$ cat config.mk
export PLATFORM = sky130hd
export DESIGN_NAME = cpu_sequencer
export DESIGN_NICKNAME = d
export VERILOG_FILES = /design/src/rtl/cpu_pkg.sv /design/src/rtl/mem_wait_watchdog.sv /design/src/rtl/cpu_sequencer.sv
export SDC_FILE = /design/constraint.sdc
export NUM_CORES = 1
export LEC_CHECK = 0
export ABC_AREA = 1
export BUFFER_PORTS_ARGS = -buffer_cell sky130_fd_sc_hd__buf_2
export CORE_MARGIN = 2
export CORE_UTILIZATION = 45
export CTS_BUF_LIST = sky130_fd_sc_hd__clkbuf_8
export DETAILED_ROUTE_END_ITERATION = 8
export GPL_TIMING_DRIVEN = 0
export PLACE_DENSITY_LB_ADDON = 0.1
export SLEW_MARGIN = 20
export SYNTH_ARGS = -nofsm -noshare
export SYNTH_HDL_FRONTEND = slang
export SYNTH_SLANG_ARGS = --single-unit
$ cat constraint.sdc
create_clock -name clk -period 3.3 [get_ports clk]
set_input_delay 0.165 -clock clk [delete_from_list [all_inputs] [get_ports clk]]
set_output_delay 0.165 -clock clk [all_outputs]
set_load 0.01 [all_outputs]
$ cat src/rtl/cpu_pkg.sv
// Shared encodings for the multi-cycle RV32I sequencer: opcodes, FSM states,
// datapath select codes and trap causes.
package cpu_pkg;

    localparam logic [6:0] OPC_OP_IMM = 7'b0010011;
    localparam logic [6:0] OPC_OP     = 7'b0110011;
    localparam logic [6:0] OPC_LOAD   = 7'b0000011;
    localparam logic [6:0] OPC_STORE  = 7'b0100011;
    localparam logic [6:0] OPC_BRANCH = 7'b1100011;
    localparam logic [6:0] OPC_LUI    = 7'b0110111;
    localparam logic [6:0] OPC_JAL    = 7'b1101111;

    typedef enum logic [2:0] {
        ST_FETCH   = 3'd0,
        ST_DECODE  = 3'd1,
        ST_EXECUTE = 3'd2,
        ST_MEM     = 3'd3,
        ST_WB      = 3'd4,
        ST_TRAP    = 3'd5
    } state_e;

    localparam logic [1:0] WB_ALU  = 2'b00;
    localparam logic [1:0] WB_LOAD = 2'b01;
    localparam logic [1:0] WB_LINK = 2'b10;
    localparam logic [1:0] WB_LUI  = 2'b11;

    localparam logic PC_SRC_PLUS4  = 1'b0;
    localparam logic PC_SRC_TARGET = 1'b1;

    localparam logic ADDR_SEL_PC  = 1'b0;
    localparam logic ADDR_SEL_ALU = 1'b1;

    localparam logic [1:0] TRAP_NONE        = 2'b00;
    localparam logic [1:0] TRAP_ILLEGAL     = 2'b01;
    localparam logic [1:0] TRAP_MEM_TIMEOUT = 2'b10;

    function automatic logic opcode_legal(input logic [6:0] opc);
        return (opc == OPC_OP_IMM) || (opc == OPC_OP) || (opc == OPC_LOAD) ||
               (opc == OPC_STORE) || (opc == OPC_BRANCH) || (opc == OPC_LUI) ||
               (opc == OPC_JAL);
    endfunction

endpackage

$ cat src/rtl/mem_wait_watchdog.sv
// Memory-wait watchdog: down-counter reloaded whenever the wait streak breaks,
// flags expiry on the TIMEOUT_CYCLES-th consecutive wait cycle.
module mem_wait_watchdog #(
    parameter int TIMEOUT_CYCLES = 255
) (
    input  logic clk,
    input  logic reset,
    input  logic waiting,
    input  logic restart,
    output logic expired
);

    localparam int CW = (TIMEOUT_CYCLES > 1) ? $clog2(TIMEOUT_CYCLES + 1) : 1;
    localparam logic [CW-1:0] RELOAD = CW'(TIMEOUT_CYCLES - 1);

    logic [CW-1:0] cnt_q, cnt_d;

    always_comb begin
        cnt_d   = cnt_q;
        expired = waiting && (cnt_q == '0);
        if (restart || !waiting) begin
            cnt_d = RELOAD;
        end else if (cnt_q != '0) begin
            cnt_d = cnt_q - 1'b1;
        end
    end

    always_ff @(posedge clk or posedge reset) begin
        if (reset) begin
            cnt_q <= RELOAD;
        end else begin
            cnt_q <= cnt_d;
        end
    end

endmodule

$ cat src/rtl/cpu_sequencer.sv
// Multi-cycle control FSM for the shared RV32I datapath with retire counter.
// Define SEQ_MEM_TIMEOUT_EN to add the memory-wait watchdog trap.
//
// state   | meaning
// FETCH   | request IR from memory at PC, load IR and PC+4 on ready
// DECODE  | register read, legality check of the opcode
// EXECUTE | ALU op / address add; branches and JAL retire here
// MEM     | data access at ALU address; stores retire on ready
// WB      | register-file write of rd, retire
// TRAP    | absorbing halt until reset
module cpu_sequencer
    import cpu_pkg::*;
#(
    parameter int TIMEOUT_CYCLES = 255
) (
    input  logic        clk,
    input  logic        reset,
    input  logic [31:0] instr,
    input  logic        mem_ready,
    input  logic        branch_cond,
    output logic        mem_req,
    output logic        mem_we,
    output logic        mem_addr_sel,
    output logic        ir_write,
    output logic        pc_write,
    output logic        pc_src,
    output logic        rf_write_enable,
    output logic [1:0]  wb_sel,
    output logic        alu_src_b,
    output logic [2:0]  alu_op,
    output logic        alu_sub,
    output logic        halted,
    output logic [1:0]  trap_cause,
    output logic [31:0] instret
);

    state_e      state_q, state_d;
    logic [1:0]  trap_cause_q, trap_cause_d;
    logic [31:0] instret_q, instret_d;
    logic        retire;
    logic        mem_timeout;

    logic [6:0] opcode;
    logic [2:0] funct3;
    logic       alu_src_b_c, alu_sub_c;
    logic [2:0] alu_op_c;
    logic       unused_instr_bits;

    assign opcode            = instr[6:0];
    assign funct3            = instr[14:12];
    assign unused_instr_bits = ^{instr[31], instr[29:15], instr[11:7]};

    if (TIMEOUT_CYCLES < 1) begin : g_bad_timeout
        $error("TIMEOUT_CYCLES must be at least 1");
    end

    // ALU controls are a pure function of the opcode so MEM/WB can hold them.
    always_comb begin
        alu_src_b_c = 1'b0;
        alu_op_c    = 3'b000;
        alu_sub_c   = 1'b0;
        case (opcode)
            OPC_OP_IMM: begin
                alu_src_b_c = 1'b1;
                alu_op_c    = funct3;
                alu_sub_c   = (funct3 == 3'b101) && instr[30];
            end
            OPC_OP: begin
                alu_op_c  = funct3;
                alu_sub_c = instr[30];
            end
            OPC_LOAD, OPC_STORE: alu_src_b_c = 1'b1;
            default: ;
        endcase
    end

`ifdef SEQ_MEM_TIMEOUT_EN
    logic wdog_waiting, wdog_restart;

    assign wdog_waiting = ((state_q == ST_FETCH) || (state_q == ST_MEM)) && !mem_ready;
    assign wdog_restart = (state_d != state_q);

    mem_wait_watchdog #(
        .TIMEOUT_CYCLES(TIMEOUT_CYCLES)
    ) u_wdog (
        .clk    (clk),
        .reset  (reset),
        .waiting(wdog_waiting),
        .restart(wdog_restart),
        .expired(mem_timeout)
    );
`else
    assign mem_timeout = 1'b0;
`endif

    always_comb begin
        state_d         = state_q;
        trap_cause_d    = trap_cause_q;
        retire          = 1'b0;
        mem_req         = 1'b0;
        mem_we          = 1'b0;
        mem_addr_sel    = ADDR_SEL_PC;
        ir_write        = 1'b0;
        pc_write        = 1'b0;
        pc_src          = PC_SRC_PLUS4;
        rf_write_enable = 1'b0;
        wb_sel          = WB_ALU;
        alu_src_b       = 1'b0;
        alu_op          = 3'b000;
        alu_sub         = 1'b0;
        halted          = 1'b0;
        trap_cause      = trap_cause_q;
        instret         = instret_q;

        case (state_q)
            ST_FETCH: begin
                mem_req      = 1'b1;
                mem_addr_sel = ADDR_SEL_PC;
                if (mem_ready) begin
                    ir_write = 1'b1;
                    pc_write = 1'b1;
                    pc_src   = PC_SRC_PLUS4;
                    state_d  = ST_DECODE;
                end else if (mem_timeout) begin
                    state_d      = ST_TRAP;
                    trap_cause_d = TRAP_MEM_TIMEOUT;
                end
            end
            ST_DECODE: begin
                if (opcode_legal(opcode)) begin
                    state_d = ST_EXECUTE;
                end else begin
                    state_d      = ST_TRAP;
                    trap_cause_d = TRAP_ILLEGAL;
                end
            end
            ST_EXECUTE: begin
                alu_src_b = alu_src_b_c;
                alu_op    = alu_op_c;
                alu_sub   = alu_sub_c;
                case (opcode)
                    OPC_OP_IMM, OPC_OP, OPC_LUI: state_d = ST_WB;
                    OPC_LOAD, OPC_STORE:         state_d = ST_MEM;
                    OPC_BRANCH: begin
                        pc_write = branch_cond;
                        pc_src   = PC_SRC_TARGET;
                        retire   = 1'b1;
                        state_d  = ST_FETCH;
                    end
                    OPC_JAL: begin
                        pc_write        = 1'b1;
                        pc_src          = PC_SRC_TARGET;
                        rf_write_enable = 1'b1;
                        wb_sel          = WB_LINK;
                        retire          = 1'b1;
                        state_d         = ST_FETCH;
                    end
                    default: begin
                        state_d      = ST_TRAP;
                        trap_cause_d = TRAP_ILLEGAL;
                    end
                endcase
            end
            ST_MEM: begin
                mem_req      = 1'b1;
                mem_addr_sel = ADDR_SEL_ALU;
                mem_we       = (opcode == OPC_STORE);
                alu_src_b    = alu_src_b_c;
                alu_op       = alu_op_c;
                alu_sub      = alu_sub_c;
                if (mem_ready) begin
                    if (opcode == OPC_STORE) begin
                        retire  = 1'b1;
                        state_d = ST_FETCH;
                    end else begin
                        state_d = ST_WB;
                    end
                end else if (mem_timeout) begin
                    state_d      = ST_TRAP;
                    trap_cause_d = TRAP_MEM_TIMEOUT;
                end
            end
            ST_WB: begin
                rf_write_enable = 1'b1;
                alu_src_b       = alu_src_b_c;
                alu_op          = alu_op_c;
                alu_sub         = alu_sub_c;
                if (opcode == OPC_LOAD)     wb_sel = WB_LOAD;
                else if (opcode == OPC_LUI) wb_sel = WB_LUI;
                else                        wb_sel = WB_ALU;
                retire  = 1'b1;
                state_d = ST_FETCH;
            end
            ST_TRAP: halted = 1'b1;
            default: state_d = ST_FETCH;
        endcase

        instret_d = instret_q + 32'(retire);

        // Outputs are forced low combinationally so a mid-access reset drops mem_req at once.
        if (reset) begin
            mem_req         = 1'b0;
            mem_we          = 1'b0;
            mem_addr_sel    = 1'b0;
            ir_write        = 1'b0;
            pc_write        = 1'b0;
            pc_src          = 1'b0;
            rf_write_enable = 1'b0;
            wb_sel          = 2'b00;
            alu_src_b       = 1'b0;
            alu_op          = 3'b000;
            alu_sub         = 1'b0;
            halted          = 1'b0;
            trap_cause      = TRAP_NONE;
            instret         = '0;
        end
    end

    always_ff @(posedge clk or posedge reset) begin
        if (reset) begin
            state_q      <= ST_FETCH;
            trap_cause_q <= TRAP_NONE;
            instret_q    <= '0;
        end else begin
            state_q      <= state_d;
            trap_cause_q <= trap_cause_d;
            instret_q    <= instret_d;
        end
    end

endmodule
Yosys cells after proc, flatten, opt, wreduce, memory -nomap -nowiden. Cells that the tools add are included.

Register bits: 37. Latch bits: 0. RAM bits: 0. Bits in read-only memories: 0. Output and inout bits: 49. Memories: 0.

Add/sub/neg operators: 1. Multiply operators: 0. Divide/modulo/power cells: 0. $lt $le $gt $ge: 0. Equal/unequal tests: 17. Shift-type cells: 0. Mux-type cells: 48. Bitwise gates (word level): 1. Reductions and logical operators: 19.

Operator list (count): 32-bit by 1-bit adder with 32-bit output (1); 32-bit two-way mux (1); 1-bit two-way mux (24); 7-bit by 6-bit equality test with 1-bit output (second input constant) (3); 3-bit two-way mux (7); 3-bit one-hot mux with 5 select lines (1); 7-bit equality test (second input constant) (2); 2-bit two-way mux (7); 3-bit equality test (second input constant) (3); 3-bit one-hot mux with 3 select lines (1); 3-bit OR reduction (3); 2-bit inequality test (second input constant) (4); 1-bit one-hot mux with 2 select lines (4); 2-bit one-hot mux with 2 select lines (2); 2-bit OR reduction (4); 7-bit by 2-bit equality test with 1-bit output (second input constant) (1); 7-bit by 5-bit equality test with 1-bit output (second input constant) (1); 7-bit OR reduction (1); 3-bit by 2-bit equality test with 1-bit output (second input constant) (2); 1-bit logical OR (6); 3-bit AND reduction (2); 3-bit by 1-bit equality test with 1-bit output (second input constant) (1); 3-bit logical NOT (1); 1-bit one-hot mux with 3 select lines (1); 3 further kinds (3).

Depth between registers and ports, before layout. Gate-level depths: netlist of the first run.

Depth after elaboration: 9. Depth in mapped cells: 15.

Worst setup path after synthesis of the first run. Ideal clock, no wire load.

Path kind: register to register. Start: register state_q[2]. End: register instret_q[28]. Data arrival time: 2.162 ns. Data required time: 3.178 ns. Slack: 1.017 ns. Stages on the path, launching flop included: 12. Path buffers: 0. Clock period less this slack: 2.283 ns. Path through: dfrtp_1 -> inv_1 -> nand3_2 -> o311ai_0 -> ha_1 -> ha_1 -> nand3_2 -> nor2_4 -> nand4_4 -> nor2_2 -> nand2_1 -> xor2_1.

Word-level cells in the longest chain between the ends: 3. Elaborated cells on any way between the ends: 5. Those cells by class: 1 x add/sub; 3 x eq/ne; 1 x mux.

RTL lines: start, declared (RTL line cpu_sequencer.sv:37) `state_e state_q, state_d;`; start signal, assigned (RTL line cpu_sequencer.sv:225) `state_q <= state_d;`; 3-bit equality test or 3-bit by 2-bit equality test with 1-bit output (tied branches) (RTL line cpu_sequencer.sv:115) `case (state_q)`; 1-bit one-hot mux with 3 select lines (*) (RTL line cpu_sequencer.sv:115); 32-bit by 1-bit adder with 32-bit output (*) (RTL line cpu_sequencer.sv:198) `instret_d = instret_q + 32'(retire);`; named net instret_d[28] (RTL line cpu_sequencer.sv:39) `logic [31:0] instret_q, instret_d;`; end signal, assigned (RTL line cpu_sequencer.sv:227) `instret_q <= instret_d;`; end, declared (RTL line cpu_sequencer.sv:39).

The timed path passes the listed nets; every way through them passes the cells marked *. A chain may end at the register's enable or synchronous reset.

Worst setup path in the final report of the first run. Same ends and word-level chain as after synthesis.

==> impl_metrics.json, run 1 <==
{
  "postCtsSetupBuffers": 0,
  "cts_resized": 0,
  "rsz0062_at_grt": "no",
  "grt_pass1_wl_um": 9840,
  "gp_congestion": 0.910,
  "start_util_pct": 47.4,
  "p_per_area_nw_per_um2": 442,
  "via_per_inst": 4.72,
  "synth.ff_latch_count": 36,
  "cp_max_fo": 6,
  "timing.setup.tns_ns": 0,
  "core_area_um2": 5170,
  "grt_antenna_before_repair": 0,
  "drive_gt1_share_pct": 22.0,
  "max_stage_delay_ns": 0.65,
  "dpl.cell_count": 476,
  "ir_drop_mv": 0.272,
  "synth_area_per_cell_um2": 7.12,
  "detailed_place_hpwl_um": 4550,
  "ios": 85,
  "gr-total-overflow": 0,
  "drt_iter0_drc": 141,
  "die_y_um": 77.8,
  "crit_buf_inv": 1,
  "syn_area_um2": 2450,
  "cts.reportedPaths.clkPinSlew_ns": 0.08,
  "period_share_pct": 86.8,
  "startpoint_type": "flop",
  "portBuffers": 61,
  "grt_max_degree": 23,
  "p_total_mw": 1.32,
  "slew-limit-headroom_pct": 53.5,
  "cp.required_ns": 3.48,
  "r2r-end": "instret_q[28]$_DFF_PP0_",
  "htree_levels": 2,
  "syn_nets": 383,
  "worst_pin_slew_ns": 0.688,
  "numClockSinks": 36,
  "r2r_setup_slack_ns": 0.43,
  "dp_slack_ns": 0.441,
  "finalSetupViolations": 0,
  "dr.pass1.iters": 4,
  "diodes": 0,
  "ctsHoldBuffers": 0,
  "routedWlPerCell_um": 11.8,
  "yosysSeqAreaShare_pct": 36.8,
  "status": "complete, no violations",
  "finalHoldViolCount": 0,
  "critPathKind": "flop to flop",
  "drt_wl_total_um": 5730,
  "end_kind": "flop",
  "final_common_cell": "nor2_1",
  "grt_util_all_layers_pct": 20.2,
  "antenna_left": 0,
  "finalCriticalPeriod_ns": 2.87,
  "crit_family": "simple AND/OR/NAND/NOR gates",
  "clk_path_buf_depth": 2,
  "die_w_um": 77.8,
  "final_cells": 484,
  "reg2regPathDepth": 11,
  "finalWorstSetupSlack_ns": 0.435,
  "fmax_mhz": 349,
  "most-common-layout-cells": "nor2_1, nand2_1, inv_1, buf_2, dfrtp_1",
  "cts_buffers": 5,
  "ys.warnings.count": 0,
  "vias": 2285,
  "reg2reg_from": "state_q[2]$_DFFE_PP0P_",
  "power.leakage_nw": 1.64,
  "cts_tree": "built",
  "clk_latency_ns": 0.29,
  "drc": 0,
  "layout.nets": 452,
  "dieArea_um2": 6050,
  "drv_cap": 0,
  "slowest_stage": "o311ai_0",
  "cp_cell_sequence": "inv_1 -> nand3_2 -> o311ai_0 -> ha_1 -> ha_1 -> nand3_2 -> nor2_4 -> nand4_4 -> nor2_2 -> nand2_1 -> xor2_1",
  "cp_data_arrival_time_ns": 3.04,
  "slew_violations": 0,
  "synthCells": 344,
  "clock-root-buffer": "clkbuf_8",
  "finClkSkew_ns": 0.00477,
  "rows": 26,
  "ys_types": 26,
  "grt_pass1_vias": 2151,
  "area_delta_synth_final_pct": 21.7,
  "hp-class": "primary input to asynchronous set/reset pin"
}
-- registers in the layout, indices dropped and copies added, names as in the netlist --
signal / flops
trap_cause_q: 1
state_q: 3
instret_q: 32
-- worst max-delay path by stage --
stage	startpoint	end	slack, ns	cells past startpoint
after floorplan	state_q[2]$_DFFE_PP0P_	instret_q[28]$_DFF_PP0_	1.02	11
after global placement	instr[3]	instret_q[28]$_DFF_PP0_	0.46	14
after detailed placement	instr[3]	instret_q[28]$_DFF_PP0_	0.44	14
after CTS	state_q[2]$_DFFE_PP0P_	instret_q[28]$_DFF_PP0_	0.42	11
after global routing	state_q[2]$_DFFE_PP0P_	instret_q[28]$_DFF_PP0_	0.21	11
final	state_q[2]$_DFFE_PP0P_	instret_q[28]$_DFF_PP0_	0.43	11
-- Yosys cell counts, drive strengths merged --
cell type | number | area [um^2]
xor2 | 30 | 263
nand3 | 15 | 90.1
nand2 | 66 | 255
o311ai | 1 | 8.76
o21ai | 4 | 20.0
a21oi | 9 | 45.0
conb | 1 | 3.75
o31ai | 1 | 12.5
o211ai | 1 | 7.51
dfrtp | 36 | 901
nor3 | 27 | 161
clkbuf | 5 | 18.8
buf | 1 | 7.51
nand4 | 5 | 61.3
and2 | 1 | 6.26
inv | 63 | 236
nor2 | 75 | 314
ha | 3 | 37.5
-- power by group --
group	internal, mW	switching (mW)
Sequential	0.501	0.0629
Combinational	0.132	0.233
Clock	0.224	0.166
Total	0.857	0.462
-- area by class of cell --
class	count	area, um^2
sequential	36	901
inverter	63	236
multi-input combinational	239	1290
fill	503	2190
timing repair buffer	62	333
clock inverter	3	42.5
clock buffer	5	68.8
buffer	6	26.3
tap	70	87.6
-- stage by stage --
stage          area, um^2  util, %  hold WS [ns]
2_1_floorplan        2450        -         0.274
3_3_place_gp         2840     55.0         0.433
3_5_place_dp         2870     55.5         0.350
4_1_cts              2980     57.6        0.0336
6_report             2980     57.6        0.0218
5_1_grt              2980     57.6        0.0735
-- per-layer routing --
| metal | up-vias | global-route usage (%) | share of wire (%) |
|---|---|---|---|
| met5 | - | 0 | 0 |
| met4 | 0 | 5.00 | 0.96 |
| met2 | 61 | 30.8 | 44 |
| met3 | 7 | 3.84 | 5.5 |
| met1 | 1034 | 29.4 | 49 |
| li1 | 1183 | - | - |
-- cells by family (layout without fill, tap and decap cells) --
group	count (synthesis)	count (layout)	share of synthesized area, %
flops	36	36	36.8
xor+xnor	30	30	10.7
other cells	1	1	0.153
compound gates	16	16	3.83
buf+inv	69	139	10.7
simple gates	189	189	36.3
fa+ha+maj	3	3	1.53
Note: power is estimated with default switching activity, not from simulation.
==> run 2, diff against run 1 <==
--- a/config.mk
+++ b/config.mk
@@ -13,7 +13,9 @@
 export DETAILED_ROUTE_END_ITERATION = 8
 export GPL_TIMING_DRIVEN = 0
 export PLACE_DENSITY_LB_ADDON = 0.1
+export REMOVE_ABC_BUFFERS = 1
 export SLEW_MARGIN = 20
 export SYNTH_ARGS = -nofsm -noshare
 export SYNTH_HDL_FRONTEND = slang
 export SYNTH_SLANG_ARGS = --single-unit
+export TNS_END_PERCENT = 1
==> constraint.sdc (replaced) <==
create_clock -name clk -period 2.53 [get_ports clk]
set_input_delay 0.1265 -clock clk [delete_from_list [all_inputs] [get_ports clk]]
set_output_delay 0.1265 -clock clk [all_outputs]
set_load 0.01 [all_outputs]
==> impl_metrics.json, run 2 (synthesized netlist as in run 1, its figures left out) <==
{
  "timing.setup.tns_ns": 0,
  "grt_util_all_layers_pct": 21.0,
  "fin_util_pct": 58.8,
  "r2r_setup_slack_ns": 0.12,
  "gr-max-usage-layer": "met2",
  "finalSetupViolations": 0,
  "layout.nets": 454,
  "vias": 2325,
  "gr-total-overflow": 0,
  "gp_congestion": 0.870,
  "drc": 0,
  "largestRegisters": "instret_q (32), state_q (3), trap_cause_q (1)",
  "drt_wl_total_um": 5850,
  "ctsHoldBuffers": 0,
  "status": "complete, no violations",
  "clk_latency_ns": 0.29,
  "most-common-layout-cells": "nor2_1, nand2_1, buf_2",
  "cp_max_fo": 5,
  "start_util_pct": 47.4,
  "diodes": 0,
  "clock-root-buffer": "clkbuf_8",
  "worst_setup_path_endpoint": "instret_q[28]$_DFF_PP0_",
  "cp_data_arrival_time_ns": 2.59,
  "area_delta_synth_final_pct": 24.2,
  "hold_path.startpoint": "mem_ready",
  "drv_cap": 0,
  "cp_cell_sequence": "nor2_2 -> nand2_2 -> nor2_2 -> inv_1 -> o311ai_4 -> ha_2 -> ha_2 -> nand3_2 -> nor2_4 -> nand4_4 -> nor2_4 -> nand2_1 -> xor2_1",
  "end_kind": "flop",
  "numClockSinks": 36,
  "final-seq-area_um2": 903,
  "reg2reg_from": "state_q[0]$_DFFE_PP0P_",
  "stdcell_area_um2": 3040,
  "cp.required_ns": 2.71,
  "crit_buf_inv": 1,
  "regMostFlops": "instret_q",
  "fillCellCount": 494,
  "slowest_stage": "dfrtp_2",
  "antenna_left": 0,
  "finalWorstSetupSlack_ns": 0.122,
  "cts.reportedPaths.clkPinSlew_ns": 0.07,
  "p_per_area_nw_per_um2": 568,
  "clk_path_buf_depth": 2,
  "crit_family": "simple AND/OR/NAND/NOR gates",
  "grtUsageMet1_pct": 28.5,
  "ios": 85,
  "finalHoldViolCount": 0,
  "detailed_place_hpwl_um": 4430,
  "finalCriticalPeriod_ns": 2.41,
  "final_cells": 485,
  "core_area_um2": 5170,
  "final_common_cell": "nor2_1",
  "grt_pass1_wl_um": 10200,
  "slew_violations": 0,
  "dieArea_um2": 6050,
  "die_w_um": 77.8,
  "critPathKind": "flop to flop",
  "cts_buffers": 5,
  "rows": 26,
  "grt_max_degree": 45,
  "startpoint": "state_q[0]$_DFFE_PP0P_",
  "reg2regPathDepth": 13,
  "met2_usage_pct": 34.2,
  "drive_gt1_share_pct": 25.8,
  "grt_pass1_vias": 2251,
  "grt_antenna_before_repair": 0,
  "die_y_um": 77.8,
  "dr.pass1.iters": 4,
  "r2r-end": "instret_q[28]$_DFF_PP0_",
  "largest_register_ffs": 32,
  "power.leakage_nw": 1.68,
  "dp_slack_ns": -0.309,
  "multi_input_area_um2": 1340,
  "routedWlPerCell_um": 12.1,
  "portBuffers": 62,
  "fmax_mhz": 415,
  "cts_tree": "built",
  "period_share_pct": 95.2,
  "htree_levels": 2,
  "startpoint_type": "flop",
  "dpl.cell_count": 471,
  "via_per_inst": 4.79,
  "finClkSkew_ns": 0.00699,
  "placed_area_um2": 2840,
  "worst_pin_slew_ns": 0.726,
  "drt_iter0_drc": 137,
  "hp-class": "primary input to flop",
  "cp_num_cells": 13,
  "ir_drop_mv": 0.420,
  "grt_use_met3_pct": 3.84,
  "slew-limit-headroom_pct": 51.6,
  "max_stage_delay_ns": 0.43
}
[run 2: layout make-up]
| cell class | count | area share (%) |
|---|---|---|
| Clock buffer | 7 | 3.17 |
| Inverter | 63 | 7.77 |
| Multi-Input combinational cell | 239 | 43.9 |
| Sequential cell | 36 | 29.7 |
| Tap cell | 70 | 2.88 |
| Timing Repair Buffer | 70 | 12.6 |
[run 2: how the worst min path moves through the flow]
stage	end	slack, ns	cells past startpoint
final	state_q[1]$_DFFE_PP0P_	0.1	2
after global routing	state_q[1]$_DFFE_PP0P_	0.1	2
after detailed placement	state_q[1]$_DFFE_PP0P_	0.38	2
after global placement	state_q[1]$_DFFE_PP0P_	0.39	2
after CTS	state_q[1]$_DFFE_PP0P_	0.09	2
after floorplan	state_q[1]$_DFFE_PP0P_	0.24	1
[run 2: report_power, final]
part / switching [mW] / internal, mW / total (mW)
combinational: 0.330 / 0.218 / 0.548
clock: 0.197 / 0.242 / 0.440
sequential: 0.0853 / 0.655 / 0.741
[run 2: routing by layer]
layer | share of wire, % | vias up | routed length, um
met5 | 0 | - | 0
met2 | 46 | 66 | 2690
li1 | - | 1197 | -
met1 | 47 | 1052 | 2760
met4 | 1.7 | 0 | 98
met3 | 5.1 | 10 | 299
[run 2: worst reg2reg max path, cell delays in order, from the launching register on]
cell and delay [ns]:
dfrtp_2 0.43, nor2_2 0.12, nand2_2 0.08, nor2_2 0.13
inv_1 0.09, o311ai_4 0.09, ha_2 0.24, ha_2 0.19
nand3_2 0.11, nor2_4 0.18, nand4_4 0.20, nor2_4 0.20
nand2_1 0.10, xor2_1 0.15
[run 2: what timing repair did]
item,4_1_cts,5_1_grt
setup buffers,0,7
resized for setup,4,11
setup endpoints to repair,15,12
pin swaps,0,5
[run 2: through the flow]
stage	hold slack, ns	power (mW)
after floorplan	0.235	1.06
after global routing	0.0972	1.86
after global placement	0.387	1.20
final	0.0994	1.73
after detailed placement	0.379	1.22
after CTS	0.0947	1.67
